File: src/rtl/flb_pkg.sv
// Shared types and widths for the FLB tuning-bank code stepper.
package flb_pkg;

  localparam int CODE_W_DEF = 4;
  localparam int THERMO_W   = 2**CODE_W_DEF;

  typedef enum logic [1:0] {IDLE, STEP, SETTLE, DONE} flb_step_state_t;

endpackage

File: src/rtl/flb_code_stepper_b2t.sv
// Binary-to-thermometer decoder: bit i is set when code > i.
module flb_code_stepper_b2t #(
  parameter int CODE_W = 4
) (
  input  logic [CODE_W-1:0]      code,
  output logic [2**CODE_W-1:0]   thermo
);

  genvar gi;
  generate
    for (gi = 0; gi < 2**CODE_W; gi++) begin : g_bit
      localparam logic [CODE_W:0] IDX = (CODE_W+1)'(gi);
      assign thermo[gi] = ({1'b0, code} > IDX);
    end
  endgenerate

endmodule

File: src/rtl/flb_code_stepper.sv
// Slew-limited sequencer: ramps the applied tuning code one LSB per step toward a target.
module flb_code_stepper
  import flb_pkg::*;
#(
  parameter int CODE_W        = CODE_W_DEF,
  parameter int SETTLE_CYCLES = 8,
  parameter int INIT_CODE     = 0
) (
  input  logic                  clk,
  input  logic                  rst,
  input  logic [CODE_W-1:0]     tgt_code,
  input  logic                  tgt_valid,
  output logic                  tgt_ready,
  input  logic                  hold,
  output logic [CODE_W-1:0]     cur_code,
  output logic [2**CODE_W-1:0]  thermo,
  output logic                  busy,
  output logic                  done
);

  localparam int CNT_W = $clog2(SETTLE_CYCLES + 1);
  localparam logic [CODE_W-1:0] INIT_C   = CODE_W'(INIT_CODE);
  localparam logic [CNT_W-1:0]  CNT_LOAD = CNT_W'(SETTLE_CYCLES - 1);

  flb_step_state_t   state_reg, state_next;
  logic [CODE_W-1:0] cur_reg, cur_next;
  logic [CODE_W-1:0] tgt_reg, tgt_next;
  logic [CNT_W-1:0]  cnt_reg, cnt_next;

  always_ff @(posedge clk or posedge rst) begin
    if (rst) begin
      state_reg <= IDLE;
      cur_reg   <= INIT_C;
      tgt_reg   <= INIT_C;
      cnt_reg   <= '0;
    end else begin
      state_reg <= state_next;
      cur_reg   <= cur_next;
      tgt_reg   <= tgt_next;
      cnt_reg   <= cnt_next;
    end
  end

  always_comb begin
    state_next = state_reg;
    cur_next   = cur_reg;
    tgt_next   = tgt_reg;
    cnt_next   = cnt_reg;
    case (state_reg)
      IDLE: begin
        if (tgt_valid) begin
          tgt_next   = tgt_code;
          state_next = (tgt_code == cur_reg) ? DONE : STEP;
        end
      end
      STEP: begin
        // Direction is re-derived from the target every step, so the code can never wrap.
        if (!hold) begin
          cur_next   = (tgt_reg > cur_reg) ? cur_reg + CODE_W'(1) : cur_reg - CODE_W'(1);
          cnt_next   = CNT_LOAD;
          state_next = SETTLE;
        end
      end
      SETTLE: begin
        if (!hold) begin
          if (cnt_reg != '0)
            cnt_next = cnt_reg - CNT_W'(1);
          else if (cur_reg == tgt_reg)
            state_next = DONE;
          else
            state_next = STEP;
        end
      end
      DONE:    state_next = IDLE;
      default: state_next = IDLE;
    endcase
  end

  assign tgt_ready = (state_reg == IDLE);
  assign busy      = (state_reg == STEP) || (state_reg == SETTLE);
  assign done      = (state_reg == DONE);
  assign cur_code  = cur_reg;

  flb_code_stepper_b2t #(.CODE_W(CODE_W)) u_b2t (
    .code   (cur_reg),
    .thermo (thermo)
  );

endmodule

File: config.mk
export PLATFORM = sky130hd
export DESIGN_NAME = flb_code_stepper
export DESIGN_NICKNAME = d
export VERILOG_FILES = /design/src/rtl/flb_pkg.sv /design/src/rtl/flb_code_stepper_b2t.sv /design/src/rtl/flb_code_stepper.sv
export SDC_FILE = /design/constraint.sdc
export NUM_CORES = 1
export LEC_CHECK = 0
export ABC_AREA = 1
export ABC_CLOCK_PERIOD_IN_PS = 2000
export CORE_MARGIN = 4
export CORE_UTILIZATION = 48
export CTS_CLUSTER_SIZE = 10
export DETAILED_ROUTE_END_ITERATION = 8
export PLACE_DENSITY = 0.77
export SLEW_MARGIN = 15
export SYNTH_ARGS = -nofsm -noshare
export SYNTH_HDL_FRONTEND = slang
export SYNTH_SLANG_ARGS = --single-unit
File: constraint.sdc
create_clock -name clk -period 2 [get_ports clk]
set_input_delay 0.4 -clock clk [delete_from_list [all_inputs] [get_ports clk]]
set_output_delay 0.4 -clock clk [all_outputs]
set_load 0.02 [all_outputs]
==> results of run 1 <==
[what timing repair did]
item | CTS | global route
endpoints found under the hold margin | 0 | 0
resized for setup | 32 | 9
hold buffers | 0 | 0
endpoints found under the setup margin | 14 | 9
gates cloned | 0 | 0
[Yosys cell counts (all sizes together)]
library cell	n
clkbuf	1
conb	1
inv	27
nand4	4
xor2	1
nand3	12
o21ai	9
a21oi	8
nor3	3
buf	3
or2	2
dfrtp	14
xnor2	4
nand2	43
nor2	16
mux2	1
ha	15
[cell usage in the layout (no fill, tap or decap), types with 2 or more instances in the layout]
cell type        count
clkbuf_4             3
nand3_1             12
inv_2                3
nand4_1              4
inv_1               24
nor3_1               3
dfrtp_1             13
clkdlybuf4s50_1     14
ha_1                15
o21ai_1              2
nand2_1             42
buf_2                3
buf_4               11
clkbuf_2             2
a21oi_1              8
xnor2_1              4
dlymetal6s2s_1       2
o21ai_0              6
dlygate4sd2_1        6
nor2_2               3
nor2_1              13
[cells by family after synthesis]
logic type / count (synthesis) / share of synthesized area
other: 1 / 0.00326
buffers and inverters: 31 / 0.109
AO/OA/AOI/OAI: 17 / 0.0741
multiplexers: 1 / 0.00980
adder cells (fa/ha/maj): 15 / 0.163
flip-flops: 14 / 0.305
AND/OR/NAND/NOR: 80 / 0.297
XOR/XNOR: 5 / 0.0381
[stage by stage]
| step | utilization | cells | hold slack, ps |
|---|---|---|---|
| after floorplan | - | 164 | 289 |
| after global placement | 0.674 | 226 | 482 |
| after detailed placement | 0.674 | 226 | 498 |
| after CTS | 0.680 | 230 | 481 |
| after global routing | 0.679 | 230 | 500 |
| final | 0.679 | 230 | 460 |
[power groups by stage]
stage | Sequential, uW | Combinational (uW) | Clock [uW]
floorplan | 571 | 1310 | 0
global placement | 524 | 2090 | 0
detailed placement | 532 | 2150 | 0
CTS | 529 | 2060 | 213
global route | 550 | 2290 | 229
finish | 530 | 2060 | 205
[area by class of cell]
cell class / instances / area, um2
Clock buffer: 4 / 36.3
Fill cell: 201 / 723
Inverter: 27 / 101
Multi-Input combinational cell: 119 / 682
Sequential cell: 14 / 352
Tap cell: 28 / 35.0
Timing Repair Buffer: 38 / 325
[metal layers]
metal / routed length (um) / GRT usage / vias up
met2: 1230 / 0.264 / 25
met4: 48 / 0.0629 / 0
li1: - / - / 593
met1: 1220 / 0.218 / 514
met3: 119 / 0.0345 / 6
met5: 0 / 0 / -
[worst max-delay path by stage]
stage / cells after the start / to / start
final: 5 / thermo[0] / cur_code[0]
after CTS: 5 / thermo[4] / cur_code[0]
after global routing: 5 / thermo[9] / cur_code[0]
after floorplan: 4 / thermo[5] / cur_code[1]
after global placement: 5 / thermo[5] / cur_code[0]
after detailed placement: 5 / thermo[9] / cur_code[0]
[critical path: stages (launching register included)]
cell and delay (ps):
dfrtp_2 400, inv_1 60, buf_4 160, ha_1 220, nand2_1 70, dlygate4sd2_1 330
==> impl_metrics.env, run 1 <==
export IMPL_tritoncts="yes"
export IMPL_syn_area_per_cell_um2=7.00
export IMPL_worstSetupPathType="register to primary output"
export IMPL_synth_area_leaders="dfrtp_1 (31%), ha_1 (16%), nand2_1 (14%)"
export IMPL_cp_max_fo=6
export IMPL_synth_largest_area_cell="dfrtp_1"
export IMPL_max_slew_margin_rel=0.634
export IMPL_maxCapViolations=0
export IMPL_drc=0
export IMPL_syn2layout_area_growth_pct=33.3
export IMPL_finalCritPeriodShare=0.954
export IMPL_synth_area_mm2=0.00115
export IMPL_ys_warn_count=0
export IMPL_synthCells=164
export IMPL_skew_ps=4.37
export IMPL_ant_nets=0
export IMPL_worstRegToRegCells=9
export IMPL_slew_violations=0
export IMPL_port_buffers=29
export IMPL_fin_setup_tns_ps=0
export IMPL_post_dp_cell_area_mm2=0.00152
export IMPL_ir_drop_mv=1.13
export IMPL_clockPowerShare=0.073
export IMPL_r2r_slack_ps=340
export IMPL_fin_ws_ps=91.8
export IMPL_critPathCaptureType="primary output"
export IMPL_post_cts_buffers=0
export IMPL_cts_root_buf="clkbuf_4"
export IMPL_wirelength_mm=2.62
export IMPL_worstHoldPathType="input port to asynchronous set/reset pin"
export IMPL_grt_first_pass_wirelength_mm=4.32
export IMPL_sequentialPowerShare=0.189
export IMPL_gp_congestion=0.807
export IMPL_dieArea_mm2=0.00324
export IMPL_hpwlAfterDp_mm=2.15
export IMPL_n_antenna_cell=0
export IMPL_worstMarginPinSlew_ps=548
export IMPL_synth_top_area_share=0.305
export IMPL_cts_buffers=3
export IMPL_clkTransAtPathRegs_ps=90
export IMPL_dp_slack_ps=-126
export IMPL_num_rows=17
export IMPL_num_nets_final=226
export IMPL_cp_data_arrival_time_ps=1510
export IMPL_grt_max_degree=15
export IMPL_die_height_um=56.9
export IMPL_initial_core_util=0.509
export IMPL_cellLeakagePower_uw=0.000858
export IMPL_fin_total_pwr_uw=2800
export IMPL_regToRegEndpoint="cur_code[1]"
export IMPL_timing_rr_start="cur_code[3]"
export IMPL_p_int_uw=1370
export IMPL_status="complete, no violations"
export IMPL_ys_seq_elements=14
export IMPL_crit_path_start_kind="register"
export IMPL_clock_sink_count=14
export IMPL_drive_gt1_frac=0.153
export IMPL_cts_buffer_depth=2
export IMPL_track_usage=0.165
export IMPL_dr_pass1_iters=4
export IMPL_setup_viol=0
export IMPL_netlist_cell_type_count=23
export IMPL_drtIter0Drc=39
export IMPL_min_period_ps=1910
export IMPL_p_sw_frac=0.509
export IMPL_ios=31
export IMPL_p_sw_uw=1430
export IMPL_powerDensity_mw_per_mm2=1830
export IMPL_grt_overflow_total=0
export IMPL_fp_dieW_um=56.9
export IMPL_vias=1138
export IMPL_yosysSeqAreaShare=0.305
export IMPL_antenna_found_initial=0
export IMPL_fin_area_mm2=0.00153
export IMPL_h_tree_depth=1
export IMPL_insertion_delay_ps=280
export IMPL_wl_per_cell_um=11.4
export IMPL_core_area_mm2=0.00225
export IMPL_mappedNetlistNets=187
export IMPL_pwr_share_comb=0.737
export IMPL_grt_pass1_vias=1024
export IMPL_vias_per_cell=4.95
export IMPL_critPathRequiredTime_ps=1600
export IMPL_max_freq_ghz=0.524
export IMPL_rsz0062_at_grt="false"
export IMPL_hold_violations=0
Power figures use the tool's default switching activity.
==> run 2: changes to the inputs <==
--- a/config.mk
+++ b/config.mk
@@ -6,12 +6,12 @@
 export NUM_CORES = 1
 export LEC_CHECK = 0
 export ABC_AREA = 1
-export ABC_CLOCK_PERIOD_IN_PS = 2000
+export ABC_CLOCK_PERIOD_IN_PS = 2200
 export CORE_MARGIN = 4
-export CORE_UTILIZATION = 48
+export CORE_UTILIZATION = 51
 export CTS_CLUSTER_SIZE = 10
 export DETAILED_ROUTE_END_ITERATION = 8
-export PLACE_DENSITY = 0.77
+export PLACE_DENSITY = 0.82
 export SLEW_MARGIN = 15
 export SYNTH_ARGS = -nofsm -noshare
 export SYNTH_HDL_FRONTEND = slang
==> constraint.sdc (replaced) <==
create_clock -name clk -period 2.2 [get_ports clk]
set_input_delay 0.44 -clock clk [delete_from_list [all_inputs] [get_ports clk]]
set_output_delay 0.44 -clock clk [all_outputs]
set_load 0.02 [all_outputs]
==> impl_metrics.env, run 2 (synthesized netlist as in run 1, its figures left out) <==
export IMPL_clkTransAtPathRegs_ps=90
export IMPL_powerDensity_mw_per_mm2=1680
export IMPL_min_period_ps=2110
export IMPL_clock_sink_count=14
export IMPL_wl_per_cell_um=12.2
export IMPL_insertion_delay_ps=280
export IMPL_skew_ps=0.326
export IMPL_fp_dieW_um=55.5
export IMPL_num_nets_final=222
export IMPL_tritoncts="yes"
export IMPL_cts_root_buf="clkbuf_4"
export IMPL_die_height_um=55.5
export IMPL_final_cell_mix="nand2_1 (42), inv_1 (24), clkdlybuf4s50_1 (19)"
export IMPL_h_tree_depth=1
export IMPL_drive_gt1_frac=0.116
export IMPL_worstHoldPathType="input port to asynchronous set/reset pin"
export IMPL_gp_congestion=0.836
export IMPL_critPathRequiredTime_ps=1760
export IMPL_finalCritPeriodShare=0.961
export IMPL_instances_no_fill=225
export IMPL_wl_met3_um=113
export IMPL_cp_max_fo=7
export IMPL_route_top_layer_used="met4"
export IMPL_setup_viol=0
export IMPL_vias=1146
export IMPL_post_dp_cell_area_mm2=0.00149
export IMPL_max_freq_ghz=0.473
export IMPL_cp_data_arrival_time_ps=1670
export IMPL_grt_first_pass_wirelength_mm=4.62
export IMPL_antenna_found_initial=0
export IMPL_ios=31
export IMPL_dp_cells=221
export IMPL_cellLeakagePower_uw=0.000829
export IMPL_drc=0
export IMPL_cts_buffer_depth=2
export IMPL_post_cts_buffers=0
export IMPL_dieArea_mm2=0.00308
export IMPL_rsz0062_at_grt="false"
export IMPL_finalCoreUtilization=0.741
export IMPL_grt_overflow_total=0
export IMPL_wirelength_mm=2.75
export IMPL_ant_nets=0
export IMPL_ir_drop_mv=1.33
export IMPL_timing_rr_start="cur_code[3]"
export IMPL_hpwlAfterDp_mm=2.24
export IMPL_n_antenna_cell=0
export IMPL_worstSetupPathType="register to primary output"
export IMPL_worstMarginPinSlew_ps=555
export IMPL_fin_total_pwr_uw=2540
export IMPL_syn2layout_area_growth_pct=31.7
export IMPL_final_common_cell="nand2_1"
export IMPL_track_usage=0.184
export IMPL_slew_violations=0
export IMPL_wl_met1_mm=1.24
export IMPL_crit_path_start_kind="register"
export IMPL_maxCapViolations=0
export IMPL_drtIter0Drc=30
export IMPL_grt_pass1_vias=1075
export IMPL_fin_area_mm2=0.00151
export IMPL_max_slew_margin_rel=0.629
export IMPL_cts_buffers=3
export IMPL_core_area_mm2=0.00204
export IMPL_dr_pass1_iters=4
export IMPL_initial_core_util=0.563
export IMPL_vias_per_cell=5.09
export IMPL_fin_setup_tns_ps=0
export IMPL_num_rows=16
export IMPL_routed_wl_met2_mm=1.37
export IMPL_hold_violations=0
export IMPL_critPathCaptureType="primary output"
export IMPL_port_buffers=29
export IMPL_status="complete, no violations"
export IMPL_cp_startpoint="cur_code[0]"
export IMPL_grt_max_degree=15
## run 2: routing by layer
layer	global-route usage	vias to the layer above
li1	-	584
met1	0.226	532
met2	0.328	26
met3	0.0303	4
met4	0.0521	0
met5	0	-
## run 2: worst paths after layout
| kind | endpoint | slack, ps | depth (start not counted) |
|---|---|---|---|
| worst max-delay path | thermo[10] | 90 | 4 |
| worst max register to register | cur_code[2] | 530 | 9 |
| max in group asynchronous | cur_code[2] | 1300 | 2 |
| min in group clk | cnt_reg[2] | 520 | 2 |
| worst min register to register | cnt_reg[2] | 520 | 2 |
| worst min-delay path | cnt_reg[1] | 510 | 2 |
## run 2: area by class of cell
cell class                 count  area (um2)
clock buffer                   4        36.3
fill                         167         529
sequential                    14         353
tap                           27        33.8
inverter                      27         101
timing repair buffer          34         313
multi-input combinational    119         676
## run 2: what timing repair did
action,in CTS,in global routing
gates resized for setup,16,9
pin swaps,0,0
cloned,0,0
hold buffers,0,0
endpoints found under the setup margin,9,7
## run 2: worst max-delay path, cell delays in order, from the launching register on
cell and delay [ps]:
dfrtp_1 400, buf_4 180, nand2_1 70, o21ai_0 130, clkdlybuf4s50_1 620
## run 2: report_power, final
part	internal [uW]	switching (uW)	leakage [uW]	total (uW)
sequential	386	121	0.000164	507
clock	101	89.4	0.0000210	190
combinational	748	1100	0.000644	1850
total	1230	1310	0.000829	2540
## run 2: metrics by stage
| stage | hold WS, ps | worst slack, ps |
|---|---|---|
| finish | 508 | 86.0 |
| global route | 551 | 2.41 |
| detailed placement | 498 | -25.4 |
| global placement | 481 | 53.2 |
| floorplan | 329 | -54.2 |
| CTS | 520 | 1.15 |
==> run 3: changes to the inputs <==
--- a/config.mk
+++ b/config.mk
@@ -11,6 +11,7 @@
 export CORE_UTILIZATION = 51
 export CTS_CLUSTER_SIZE = 10
 export DETAILED_ROUTE_END_ITERATION = 8
+export GPL_TIMING_DRIVEN = 0
 export PLACE_DENSITY = 0.82
 export SLEW_MARGIN = 15
 export SYNTH_ARGS = -nofsm -noshare
==> impl_metrics.env, run 3 (synthesized netlist as in run 1, its figures left out) <==
export IMPL_cts_buffers=3
export IMPL_status="complete, no violations"
export IMPL_ir_drop_mv=1.24
export IMPL_initial_core_util=0.563
export IMPL_max_stage_delay_ps=430
export IMPL_worstMarginPinSlew_ps=550
export IMPL_cellLeakagePower_uw=0.000853
export IMPL_n_antenna_cell=0
export IMPL_wirelength_mm=2.66
export IMPL_skew_ps=0.603
export IMPL_nFillCells=171
export IMPL_port_buffers=29
export IMPL_drive_gt1_frac=0.126
export IMPL_track_usage=0.180
export IMPL_wl_per_cell_um=11.8
export IMPL_powerDensity_mw_per_mm2=1670
export IMPL_antenna_found_initial=0
export IMPL_worstHoldPathType="input port to asynchronous set/reset pin"
export IMPL_core_area_mm2=0.00204
export IMPL_setup_viol=0
export IMPL_insertion_delay_ps=280
export IMPL_hold_violations=0
export IMPL_tritoncts="yes"
export IMPL_seqCellArea_um2=353
export IMPL_vias=1144
export IMPL_critPathRequiredTime_ps=1760
export IMPL_timing_hold_ws_ps=494
export IMPL_gp_congestion=0.761
export IMPL_r2r_slack_ps=480
export IMPL_die_height_um=55.5
export IMPL_cts_root_buf="clkbuf_4"
export IMPL_grt_first_pass_wirelength_mm=4.53
export IMPL_max_freq_ghz=0.469
export IMPL_finalCritPeriodShare=0.970
export IMPL_maxCapViolations=0
export IMPL_multiInputGateArea_um2=676
export IMPL_h_tree_depth=1
export IMPL_grt_pass1_vias=1025
export IMPL_drtIter0Drc=23
export IMPL_critPathCaptureType="primary output"
export IMPL_crit_path_start_kind="register"
export IMPL_vias_per_cell=5.06
export IMPL_cts_buffer_depth=2
export IMPL_instances_no_fill=226
export IMPL_drc=0
export IMPL_crit_buf_inv=2
export IMPL_cpLargestDelayFamily="flip-flops"
export IMPL_hpwlAfterDp_mm=2.08
export IMPL_num_rows=16
export IMPL_cp_slowest_cell="dfrtp_2"
export IMPL_clock_sink_count=14
export IMPL_dp_cells=220
export IMPL_cp_data_arrival_time_ps=1690
export IMPL_grt_max_degree=15
export IMPL_ios=31
export IMPL_path_cells="buf_4 > ha_1 > or2_2 > o21ai_1 > buf_2"
export IMPL_worstSetupPathType="register to primary output"
export IMPL_syn2layout_area_growth_pct=31.6
export IMPL_slew_violations=0
export IMPL_min_period_ps=2130
export IMPL_final_cell_mix="nand2_1 (42), inv_1 (23), clkdlybuf4s50_1 (18)"
export IMPL_grt_overflow_total=0
export IMPL_clkTransAtPathRegs_ps=90
export IMPL_dr_pass1_iters=4
export IMPL_ant_nets=0
export IMPL_rsz0062_at_grt="false"
export IMPL_fp_dieW_um=55.5
export IMPL_dieArea_mm2=0.00308
export IMPL_num_nets_final=223
export IMPL_cp_max_fo=8
export IMPL_final_common_cell="nand2_1"
export IMPL_max_slew_margin_rel=0.633
[run 3: cell types whose count changed in the layout (fill, tap and decap cells not counted), sizes merged]
cell / before / now
clkdlybuf4s50: 19 / 18
dlymetal6s2s: 2 / 3
buf: 7 / 9
clkdlybuf4s15: 1 / 0
[run 3: through the flow]
stage	worst slack, ps	util	setup TNS, ps	area (um2)	total power [uW]
finish	67.1	0.740	0	1510	2520
detailed placement	-405	0.721	-1590	1470	2350
CTS	13.0	0.738	0	1510	2530
global route	2.37	0.740	0	1510	2760
global placement	-365	0.721	-1410	1470	2280
floorplan	-54.2	-	-108	1150	1700
[run 3: report_power, final]
group	internal (uW)	total (uW)	switching, uW
combinational	732	1860	1130
clock	101	189	87.9
sequential	386	468	81.4
[run 3: layer usage]
layer  global-route usage  vias up  wire (um)
met5                    0        -          0
met4               0.0208        0         15
li1                     -      583          -
met1                0.232      536       1240
met3               0.0443        3        101
met2                0.311       22       1310
[run 3: final cells by class]
type	instances	area share
Multi-Input combinational cell	119	0.447
Tap cell	27	0.0224
Sequential cell	14	0.233
Buffer	4	0.0157
Clock buffer	4	0.0240
Timing Repair Buffer	31	0.190
Inverter	27	0.0671
[run 3: what timing repair did]
item	4_1_cts	5_1_grt
hold buffers	0	0
gates resized for setup	24	7
endpoints found under the setup margin	10	8
setup buffers	2	0
[run 3: final timing paths]
path | to | startpoint | cells past startpoint
min reg2reg | tgt_reg[3] | tgt_reg[3] | 2
max | thermo[9] | cur_code[0] | 5
max reg2reg | cur_code[1] | cur_code[3] | 10
max in group asynchronous | cur_code[0] | rst | 2
min | cur_code[3] | rst | 2
min in group clk | tgt_reg[3] | tgt_reg[3] | 2
